### src/rtl/cache_control_if.sv
// cache_control_if: CPU and physical-memory handshake bundle for cache_control.
//   mem_read, mem_write     CPU request strobes, held until mem_resp
//   mem_byte_enable256      CPU write byte enables
//   mem_resp                one-cycle CPU completion pulse
//   pmem_read, pmem_write   memory requests, held until pmem_resp
//   pmem_resp               memory completion pulse
// Modports:
//   slave  - the controller side
//   master - the environment side (CPU plus memory)
interface cache_control_if;
  logic        mem_read;
  logic        mem_write;
  logic [31:0] mem_byte_enable256;
  logic        mem_resp;
  logic        pmem_read;
  logic        pmem_write;
  logic        pmem_resp;

  modport slave (
    input  mem_read, mem_write, mem_byte_enable256, pmem_resp,
    output mem_resp, pmem_read, pmem_write
  );

  modport master (
    output mem_read, mem_write, mem_byte_enable256, pmem_resp,
    input  mem_resp, pmem_read, pmem_write
  );
endinterface

### src/rtl/cache_control.sv
// cache_control: two-way write-back cache controller FSM.
// Ports:
//   clk, rst              clock; asynchronous active-low reset
//   bus                   CPU / memory handshakes (cache_control_if.slave)
//   hit_way*, dataout_*   datapath tag-compare and array status
//   read_*, load_*        array read enables and per-way load strobes
//   datain_*              values written into the status arrays
//   data*_mem_byte_enable per-way data array write enables
//   allocate_way*, pmem_addr  datapath mux selects
//   hit/miss/wb_count     performance counters (CNT_WIDTH bits)
// Build option: define CACHE_PERF_CNT_EN to include the performance counters;
// without it the counter outputs are tied to zero.
//
// state     | meaning
// IDLE      | waiting for a CPU request
// CHECK     | tag compare; respond on hit, pick victim on miss
// WRITEBACK | writing the dirty victim line to memory
// ALLOCATE  | fetching the missing line into the victim way
// RELOAD    | re-reading arrays so CHECK sees the fresh line
module cache_control #(
  parameter int CNT_WIDTH = 32
) (
  input  logic                 clk,
  input  logic                 rst,
  cache_control_if.slave       bus,
  input  logic                 hit_way0,
  input  logic                 hit_way1,
  input  logic                 dataout_valid0,
  input  logic                 dataout_valid1,
  input  logic                 dataout_dirty0,
  input  logic                 dataout_dirty1,
  input  logic                 dataout_lru,
  output logic [1:0]           read_valid,
  output logic [1:0]           read_dirty,
  output logic [1:0]           read_tag,
  output logic                 read_lru,
  output logic [1:0]           load_valid,
  output logic [1:0]           load_dirty,
  output logic [1:0]           load_tag,
  output logic [1:0]           load_data,
  output logic                 load_lru,
  output logic [1:0]           datain_valid,
  output logic [1:0]           datain_dirty,
  output logic                 datain_lru,
  output logic [31:0]          data0_mem_byte_enable,
  output logic [31:0]          data1_mem_byte_enable,
  output logic                 allocate_way0,
  output logic                 allocate_way1,
  output logic                 pmem_addr,
  output logic [CNT_WIDTH-1:0] hit_count,
  output logic [CNT_WIDTH-1:0] miss_count,
  output logic [CNT_WIDTH-1:0] wb_count
);

  typedef enum logic [2:0] {IDLE, CHECK, WRITEBACK, ALLOCATE, RELOAD} state_t;

  state_t state, state_next;
  logic   victim, victim_next;
  logic   req, hit, hit_way, victim_valid, victim_dirty;

  assign req          = bus.mem_read | bus.mem_write;
  assign hit          = hit_way0 | hit_way1;
  assign hit_way      = ~hit_way0;  // way0 wins when both ways match
  assign victim_valid = dataout_lru ? dataout_valid1 : dataout_valid0;
  assign victim_dirty = dataout_lru ? dataout_dirty1 : dataout_dirty0;

  always_ff @(posedge clk or negedge rst) begin
    if (!rst) begin
      state  <= IDLE;
      victim <= 1'b0;
    end else begin
      state  <= state_next;
      victim <= victim_next;
    end
  end

  // Outputs are gated by rst so they read zero for the whole time reset is
  // held, even while the CPU keeps its strobes up.
  always_comb begin
    state_next            = state;
    victim_next           = victim;
    read_valid            = 2'b00;
    read_dirty            = 2'b00;
    read_tag              = 2'b00;
    read_lru              = 1'b0;
    load_valid            = 2'b00;
    load_dirty            = 2'b00;
    load_tag              = 2'b00;
    load_data             = 2'b00;
    load_lru              = 1'b0;
    datain_valid          = 2'b00;
    datain_dirty          = 2'b00;
    datain_lru            = 1'b0;
    data0_mem_byte_enable = 32'h0;
    data1_mem_byte_enable = 32'h0;
    allocate_way0         = 1'b0;
    allocate_way1         = 1'b0;
    pmem_addr             = 1'b0;
    bus.mem_resp          = 1'b0;
    bus.pmem_read         = 1'b0;
    bus.pmem_write        = 1'b0;
    if (rst) begin
      case (state)
        IDLE: begin
          if (req) begin
            read_valid = 2'b11;
            read_dirty = 2'b11;
            read_tag   = 2'b11;
            read_lru   = 1'b1;
            state_next = CHECK;
          end
        end
        CHECK: begin
          if (!req) begin
            // CPU gave up during a miss: finish silently
            state_next = IDLE;
          end else if (hit) begin
            bus.mem_resp = 1'b1;
            load_lru     = 1'b1;
            datain_lru   = ~hit_way;
            if (bus.mem_write) begin
              load_dirty[hit_way]   = 1'b1;
              datain_dirty[hit_way] = 1'b1;
              load_data[hit_way]    = 1'b1;
              if (hit_way) data1_mem_byte_enable = bus.mem_byte_enable256;
              else         data0_mem_byte_enable = bus.mem_byte_enable256;
            end
            state_next = IDLE;
          end else begin
            victim_next = dataout_lru;
            state_next  = (victim_valid && victim_dirty) ? WRITEBACK : ALLOCATE;
          end
        end
        WRITEBACK: begin
          bus.pmem_write = 1'b1;
          pmem_addr      = 1'b1;
          if (bus.pmem_resp) state_next = ALLOCATE;
        end
        ALLOCATE: begin
          bus.pmem_read = 1'b1;
          allocate_way0 = ~victim;
          allocate_way1 = victim;
          if (bus.pmem_resp) begin
            load_tag[victim]     = 1'b1;
            load_valid[victim]   = 1'b1;
            datain_valid[victim] = 1'b1;
            load_dirty[victim]   = 1'b1;
            load_data[victim]    = 1'b1;
            if (victim) data1_mem_byte_enable = 32'hFFFF_FFFF;
            else        data0_mem_byte_enable = 32'hFFFF_FFFF;
            state_next = RELOAD;
          end
        end
        RELOAD: begin
          read_valid = 2'b11;
          read_dirty = 2'b11;
          read_tag   = 2'b11;
          read_lru   = 1'b1;
          state_next = CHECK;
        end
        default: state_next = IDLE;
      endcase
    end
  end

`ifdef CACHE_PERF_CNT_EN
  localparam logic [CNT_WIDTH-1:0] CNT_ONE = {{(CNT_WIDTH-1){1'b0}}, 1'b1};

  logic                 from_reload;
  logic [CNT_WIDTH-1:0] hit_q, miss_q, wb_q;

  // RELOAD lasts exactly one cycle, so a registered copy of it marks the
  // CHECK that follows a fill; that hit is not a real cache hit.
  always_ff @(posedge clk or negedge rst) begin
    if (!rst) begin
      from_reload <= 1'b0;
      hit_q       <= '0;
      miss_q      <= '0;
      wb_q        <= '0;
    end else begin
      from_reload <= (state == RELOAD);
      if (state == CHECK && req && hit && !from_reload) hit_q <= hit_q + CNT_ONE;
      if (state == CHECK && req && !hit) miss_q <= miss_q + CNT_ONE;
      if (state == WRITEBACK && bus.pmem_resp) wb_q <= wb_q + CNT_ONE;
    end
  end

  assign hit_count  = hit_q;
  assign miss_count = miss_q;
  assign wb_count   = wb_q;
`else
  assign hit_count  = '0;
  assign miss_count = '0;
  assign wb_count   = '0;
`endif

endmodule

### src/flat_wrapper.sv
// flat-port wrapper written by rule: the top's interface ports become plain ports
module cache_control_flat 
#(
  parameter int CNT_WIDTH = 32
)
  (clk, rst, hit_way0, hit_way1, dataout_valid0, dataout_valid1, dataout_dirty0, dataout_dirty1, dataout_lru, read_valid, read_dirty, read_tag, read_lru, load_valid, load_dirty, load_tag, load_data, load_lru, datain_valid, datain_dirty, datain_lru, data0_mem_byte_enable, data1_mem_byte_enable, allocate_way0, allocate_way1, pmem_addr, hit_count, miss_count, wb_count, bus_mem_read, bus_mem_write, bus_mem_byte_enable256, bus_pmem_resp, bus_mem_resp, bus_pmem_read, bus_pmem_write);
  cache_control_if bus_i ();
  input  logic clk;
  input  logic rst;
  input  logic hit_way0;
  input  logic hit_way1;
  input  logic dataout_valid0;
  input  logic dataout_valid1;
  input  logic dataout_dirty0;
  input  logic dataout_dirty1;
  input  logic dataout_lru;
  output logic [1:0] read_valid;
  output logic [1:0] read_dirty;
  output logic [1:0] read_tag;
  output logic read_lru;
  output logic [1:0] load_valid;
  output logic [1:0] load_dirty;
  output logic [1:0] load_tag;
  output logic [1:0] load_data;
  output logic load_lru;
  output logic [1:0] datain_valid;
  output logic [1:0] datain_dirty;
  output logic datain_lru;
  output logic [31:0] data0_mem_byte_enable;
  output logic [31:0] data1_mem_byte_enable;
  output logic allocate_way0;
  output logic allocate_way1;
  output logic pmem_addr;
  output logic [CNT_WIDTH-1:0] hit_count;
  output logic [CNT_WIDTH-1:0] miss_count;
  output logic [CNT_WIDTH-1:0] wb_count;
  input wire logic [$bits(bus_i.mem_read)-1:0] bus_mem_read;
  input wire logic [$bits(bus_i.mem_write)-1:0] bus_mem_write;
  input wire logic [$bits(bus_i.mem_byte_enable256)-1:0] bus_mem_byte_enable256;
  input wire logic [$bits(bus_i.pmem_resp)-1:0] bus_pmem_resp;
  output wire logic [$bits(bus_i.mem_resp)-1:0] bus_mem_resp;
  output wire logic [$bits(bus_i.pmem_read)-1:0] bus_pmem_read;
  output wire logic [$bits(bus_i.pmem_write)-1:0] bus_pmem_write;
  assign bus_i.mem_read = bus_mem_read;
  assign bus_i.mem_write = bus_mem_write;
  assign bus_i.mem_byte_enable256 = bus_mem_byte_enable256;
  assign bus_i.pmem_resp = bus_pmem_resp;
  assign bus_mem_resp = bus_i.mem_resp;
  assign bus_pmem_read = bus_i.pmem_read;
  assign bus_pmem_write = bus_i.pmem_write;
  cache_control #(.CNT_WIDTH(CNT_WIDTH)) u_core (.clk(clk), .rst(rst), .bus(bus_i), .hit_way0(hit_way0), .hit_way1(hit_way1), .dataout_valid0(dataout_valid0), .dataout_valid1(dataout_valid1), .dataout_dirty0(dataout_dirty0), .dataout_dirty1(dataout_dirty1), .dataout_lru(dataout_lru), .read_valid(read_valid), .read_dirty(read_dirty), .read_tag(read_tag), .read_lru(read_lru), .load_valid(load_valid), .load_dirty(load_dirty), .load_tag(load_tag), .load_data(load_data), .load_lru(load_lru), .datain_valid(datain_valid), .datain_dirty(datain_dirty), .datain_lru(datain_lru), .data0_mem_byte_enable(data0_mem_byte_enable), .data1_mem_byte_enable(data1_mem_byte_enable), .allocate_way0(allocate_way0), .allocate_way1(allocate_way1), .pmem_addr(pmem_addr), .hit_count(hit_count), .miss_count(miss_count), .wb_count(wb_count));
endmodule
### config.mk
export PLATFORM = sky130hd
export DESIGN_NAME = cache_control_flat
export DESIGN_NICKNAME = d
export VERILOG_FILES = /design/src/rtl/cache_control_if.sv /design/src/rtl/cache_control.sv /design/src/flat_wrapper.sv
export SDC_FILE = /design/constraint.sdc
export NUM_CORES = 1
export LEC_CHECK = 0
export ABC_AREA = 1
export CORE_AREA = 2 2 88 90
export DETAILED_ROUTE_END_ITERATION = 8
export DIE_AREA = 0 0 90 92
export GPL_TIMING_DRIVEN = 0
export PLACE_DENSITY = 0.86
export SLEW_MARGIN = 20
export SYNTH_ARGS = -nofsm -noshare
export SYNTH_HDL_FRONTEND = slang
export SYNTH_SLANG_ARGS = --single-unit
### constraint.sdc
create_clock -name clk -period 4.9 [get_ports clk]
set_input_delay 0.98 -clock clk [delete_from_list [all_inputs] [get_ports clk]]
set_output_delay 0.98 -clock clk [all_outputs]
set_load 0.01 [all_outputs]
== Word level (Yosys, flattened, before mapping) ==
Cells that the tools add are included.

* Muxes and demuxes: 61
* Equality and inequality tests: 7
* Bitwise gates (word level): 5
* $lt $le $gt $ge: 4
* Reductions and logical operators: 6

{| class="wikitable"
|+ Operators by type and width
! kind !! count
|-
| $mux W32 || 14
|-
| $pmux W32 S2 || 2
|-
| $mux W1 || 23
|-
| $mux W2 || 11
|-
| $mux W3 || 5
|-
| $pmux W3 S5 || 1
|-
| $pmux W2 S2 || 2
|-
| $reduce_and A4 Y1 || 2
|-
| $eq A3 B2 Y1 const B || 2
|-
| $lt A1 B2 Y1 const B || 2
|-
| $ne A2 B2 Y1 const B || 2
|-
| $eq A3 B1 Y1 const B || 1
|-
| $eq A3 B3 Y1 const B || 1
|-
| $logic_and A1 B1 Y1 || 3
|-
| $logic_not A3 Y1 || 1
|-
| $not A1 Y1 || 3
|-
| $demux W1 S1 || 2
|-
| $ge A1 B1 Y1 const B || 2
|-
| $ne A2 B1 Y1 const B || 1
|-
| $or A1 B1 Y1 || 2
|-
| $pmux W1 S2 || 1
|}

* Register bits after elaboration: 4
* Logic and storage cells: 85
* Output and inout port bits: 187

== Depth between registers and ports, before layout ==
* Depth after elaboration: 10
* Gate-level depth with buffers: 9
* Depth with buffers taken out: 7

== Worst setup path after synthesis ==
OpenSTA, ideal clock, no wires.

* Path kind: input-to-output
* Start point: input port hit_way0
* End point: output port load_dirty[1]
* Data required time: 3.920 ns
* Arrival time: 1.832 ns
* Stages on the path: 6
* Slack: 2.088 ns
* Path buffers: 1
* Path through: inv_1 nand3_1 nor2_2 inv_1 a21oi_1 buf_4

* Longest elaborated chain between the ends: 10

{| class="wikitable"
|+ RTL lines
! what !! RTL line !! source
|-
| start: declaration || flat_wrapper.sv:10 || <nowiki>input logic hit_way0;</nowiki>
|-
| $not A1 Y1 || cache_control.sv:63 || <nowiki>assign hit_way = ~hit_way0;</nowiki>
|-
| $lt A1 B2 Y1 / $ge A1 B1 Y1 (equally long branches) || -- ||
|-
| $logic_and A1 B1 Y1 || -- ||
|-
| $mux W1 || -- ||
|-
| $demux W1 S1 || -- ||
|-
| $mux W2 || -- ||
|-
| $mux W2 (*) (2 in series) || -- ||
|-
| $pmux W2 S2 (*) || -- ||
|-
| $mux W2 (*) || -- ||
|-
| end: declaration || flat_wrapper.sv:22 || <nowiki>output logic [1:0] load_dirty;</nowiki>
|}

Mark *: on every way between the ends. The rest lies on a longest branch, timed or not.

== Worst setup path after layout ==
* Start point: input port rst
* End point: output port data1_mem_byte_enable[26]

* Longest elaborated chain between the ends: 1

{| class="wikitable"
|+ RTL lines
! what !! RTL line !! source
|-
| start: declaration || flat_wrapper.sv:9 || <nowiki>input logic rst;</nowiki>
|-
| $mux W32 || cache_control.sv:102 || <nowiki>if (rst) begin</nowiki>
|-
| end: declaration || flat_wrapper.sv:30 || <nowiki>output logic [31:0] data1_mem_byte_enable;</nowiki>
|}

Every way passes these cells.

==> results.toml <==
[detailed_routing]
first_iter_violations = 43
avgViaCountPerCell = 3.78
finalWirelength_um = 7130
drt_pass1_iterations = 4
wire_per_inst_um = 10.7
drtAntennaViolNets = 0
drc_errors = 0
vias = 2515

[critical_path]
crit_slowest_cell = "clkdlybuf4s50_1"
cp.buffers_inverters = 4
critical_path.cell_chain = "clkdlybuf4s50_1, buf_2, nand3_1, clkbuf_1, a21oi_1, clkdlybuf4s50_1"
max_stage_delay_ns = 0.57
critPathMostFrequentCell = "clkdlybuf4s50_1"
crit_arrival_ns = 3.22
critical_path.endpoint_type = "primary output"
critPathKind = "primary input to primary output"
r2r_slack_ns = 3.71
crit_family = "buffers and inverters"
cp_max_fo = 10
cp-start-kind = "primary input"
worstPathRequired_ns = 3.92

[synth]
synthFlopType = "dfrtp_1"
synth_cells = 332
synth_area_leaders = "buf_4 (46%), nor2_1 (16%), nand2_1 (10%)"
ys_seq_area_share_pct = 5.38
ys_seq_elements = 4
synth.top_cell.area_share_pct = 45.6
avgSynthCellArea_um2 = 5.60
syn_area_um2 = 1860
netlist_top_cells_count = "buf_4 (113), nor2_1 (78), nand2_1 (51), a21oi_1 (34), buf_2 (11)"
synth_most_common_cell = "buf_4"
synth_top_area_cell = "buf_4"
synth_edf_count = 0
ys_types = 18
ys_warn_count = 0
postSynth.asyncResetShare_pct = 100

[grt]
grt_max_degree = 11
grt_pass1_vias = 2288
gr-total-overflow = 0
grt_use_total_pct = 16.0
grt_antenna_before_repair = 0
grt_pass1_wl_um = 11000

[power_and_ir_drop]
p_switching_mw = 0.293
power_mw = 0.643
ir_drop_v = 0.000139
power_frac_clock_pct = 10.8
power_leakage_nw = 1.87
powerDensity_nw_per_um2 = 172
seq_power_share_pct = 9.4
switching_share_pct = 45.5
p_int_mw = 0.350
combinationalPowerShare_pct = 79.8

[clocking]
clk_latency_ns = 0.22
hold_buffers = 0
ctsResizeCount = 0
htree_num_levels = 1
tritoncts.num_buffers = 3
clockBufferDepth = 2
cts_root_buf = "clkbuf_8"
cts.sinks = 4
clk_pin_slew_ns = 0.03
post_cts_buffers = 0
cts_tree = "built"

[cells_and_area]
final_util_pct = 50.1
fin_nets = 610
design_area_um2 = 3730
syn2layout_area_growth_pct = 100
layout.cells.non_filler = 666
num_antenna_cells = 0
drive_above_1_share_pct = 24.5

[floorplanning]
dieHeight_um = 92
die_area_um2 = 8280
core_um2 = 7450
start_util_pct = 25.0
pin_count = 231
row_count = 32
die_x_um = 90

[timing]
finalSetupTns_ns = 0
clock_skew_ns = 0.00250
fin_ws_ns = 0.701
final-hold-violation-count = 0
fmax_ghz = 0.238
tightestPinTransition_ns = 0.517
period_minus_slack_ns = 4.20
setup_viol = 0
grt_setup_unrepaired = "no"
slew_headroom_pct = 65.6
period_share_pct = 85.7
slew_violations = 0
holdWs_ns = 0.533

[placed_design]
numPortBuffers = 134
placed_cells = 663
placed_area_um2 = 3690
hpwl_um = 6020
dpl_worst_slack_ns = 0.670
gp_congestion = 0.789

[job]
cap_violations = 0

[hold_path]
hold_class = "flop to flop"

[run_status]
outcome = "completed"
## cells in the final DEF (no fill, tap or decap)
cell and count:
buf_2 11, nor2_1 78, inv_1 10, nand2_1 51, nor3_2 1, a21boi_0 1
clkdlybuf4s50_1 134, o21ai_0 3, dfrtp_1 4, nor3_1 2, nand3_1 10, clkbuf_8 3
inv_2 5, conb_1 96, clkbuf_1 3, nor2_2 2, buf_4 113, nand2_2 1
nand3_2 2, a21oi_1 34
## sequential cells by signal, summed over array words and instances (netlist names)
signal         cells
u_core.state       3
u_core.victim      1
## cell families (layout without fill, tap and decap cells)
family                 Yosys count  in the layout  share of synthesized area [%]
AOI/OAI and AO/OA               38             38                           10.4
DFF                              4              4                           5.38
other                            1             96                          0.202
buffers and inverters          142            279                           52.2
and+or+nand+nor                147            147                           31.9
## final timing paths
check                                       startpoint                          end  cells past startpoint
setup / recovery                                   rst    data1_mem_byte_enable[26]                      6
hold / removal             u_core.state[2]$_DFFE_PN0P_  u_core.state[2]$_DFFE_PN0P_                      2
setup reg to reg           u_core.state[1]$_DFFE_PN0P_  u_core.state[0]$_DFFE_PN0P_                      6
hold reg to reg            u_core.state[2]$_DFFE_PN0P_  u_core.state[2]$_DFFE_PN0P_                      2
max in group asynchronous                          rst  u_core.state[2]$_DFFE_PN0P_                      1
min in group asynchronous                          rst    u_core.victim$_DFFE_PN0P_                      1
## power by group through the flow
stage          logic [mW]  clock network [mW]  registers [mW]
2_1_floorplan       0.310                   0          0.0564
3_3_place_gp        0.500                   0          0.0595
3_5_place_dp        0.507                   0          0.0598
4_1_cts             0.511              0.0701          0.0601
5_1_grt             0.558              0.0731          0.0620
6_report            0.513              0.0694          0.0604
## cell type report
cell class | count | area (um2)
Multi-Input combinational cell | 281 | 1150
Inverter | 15 | 56.3
Timing Repair Buffer | 134 | 1340
Fill cell | 758 | 3720
Buffer | 127 | 915
Sequential cell | 4 | 100
Tap cell | 102 | 128
Clock buffer | 3 | 41.3
## worst min-delay path: stages, from the launching register on
cell	delay, ns
dfrtp_1	0.35
nand2_1	0.06
o21ai_0	0.08
## per-layer routing
layer / routed length (um) / track usage [%] / vias to the layer above
met5: 0 / 0 / -
met4: 51 / 3.59 / 0
met3: 635 / 3.78 / 6
met2: 3740 / 30.9 / 132
met1: 2700 / 17.7 / 1097
li1: - / - / 1280
Note: power is estimated with default switching activity, not from simulation.
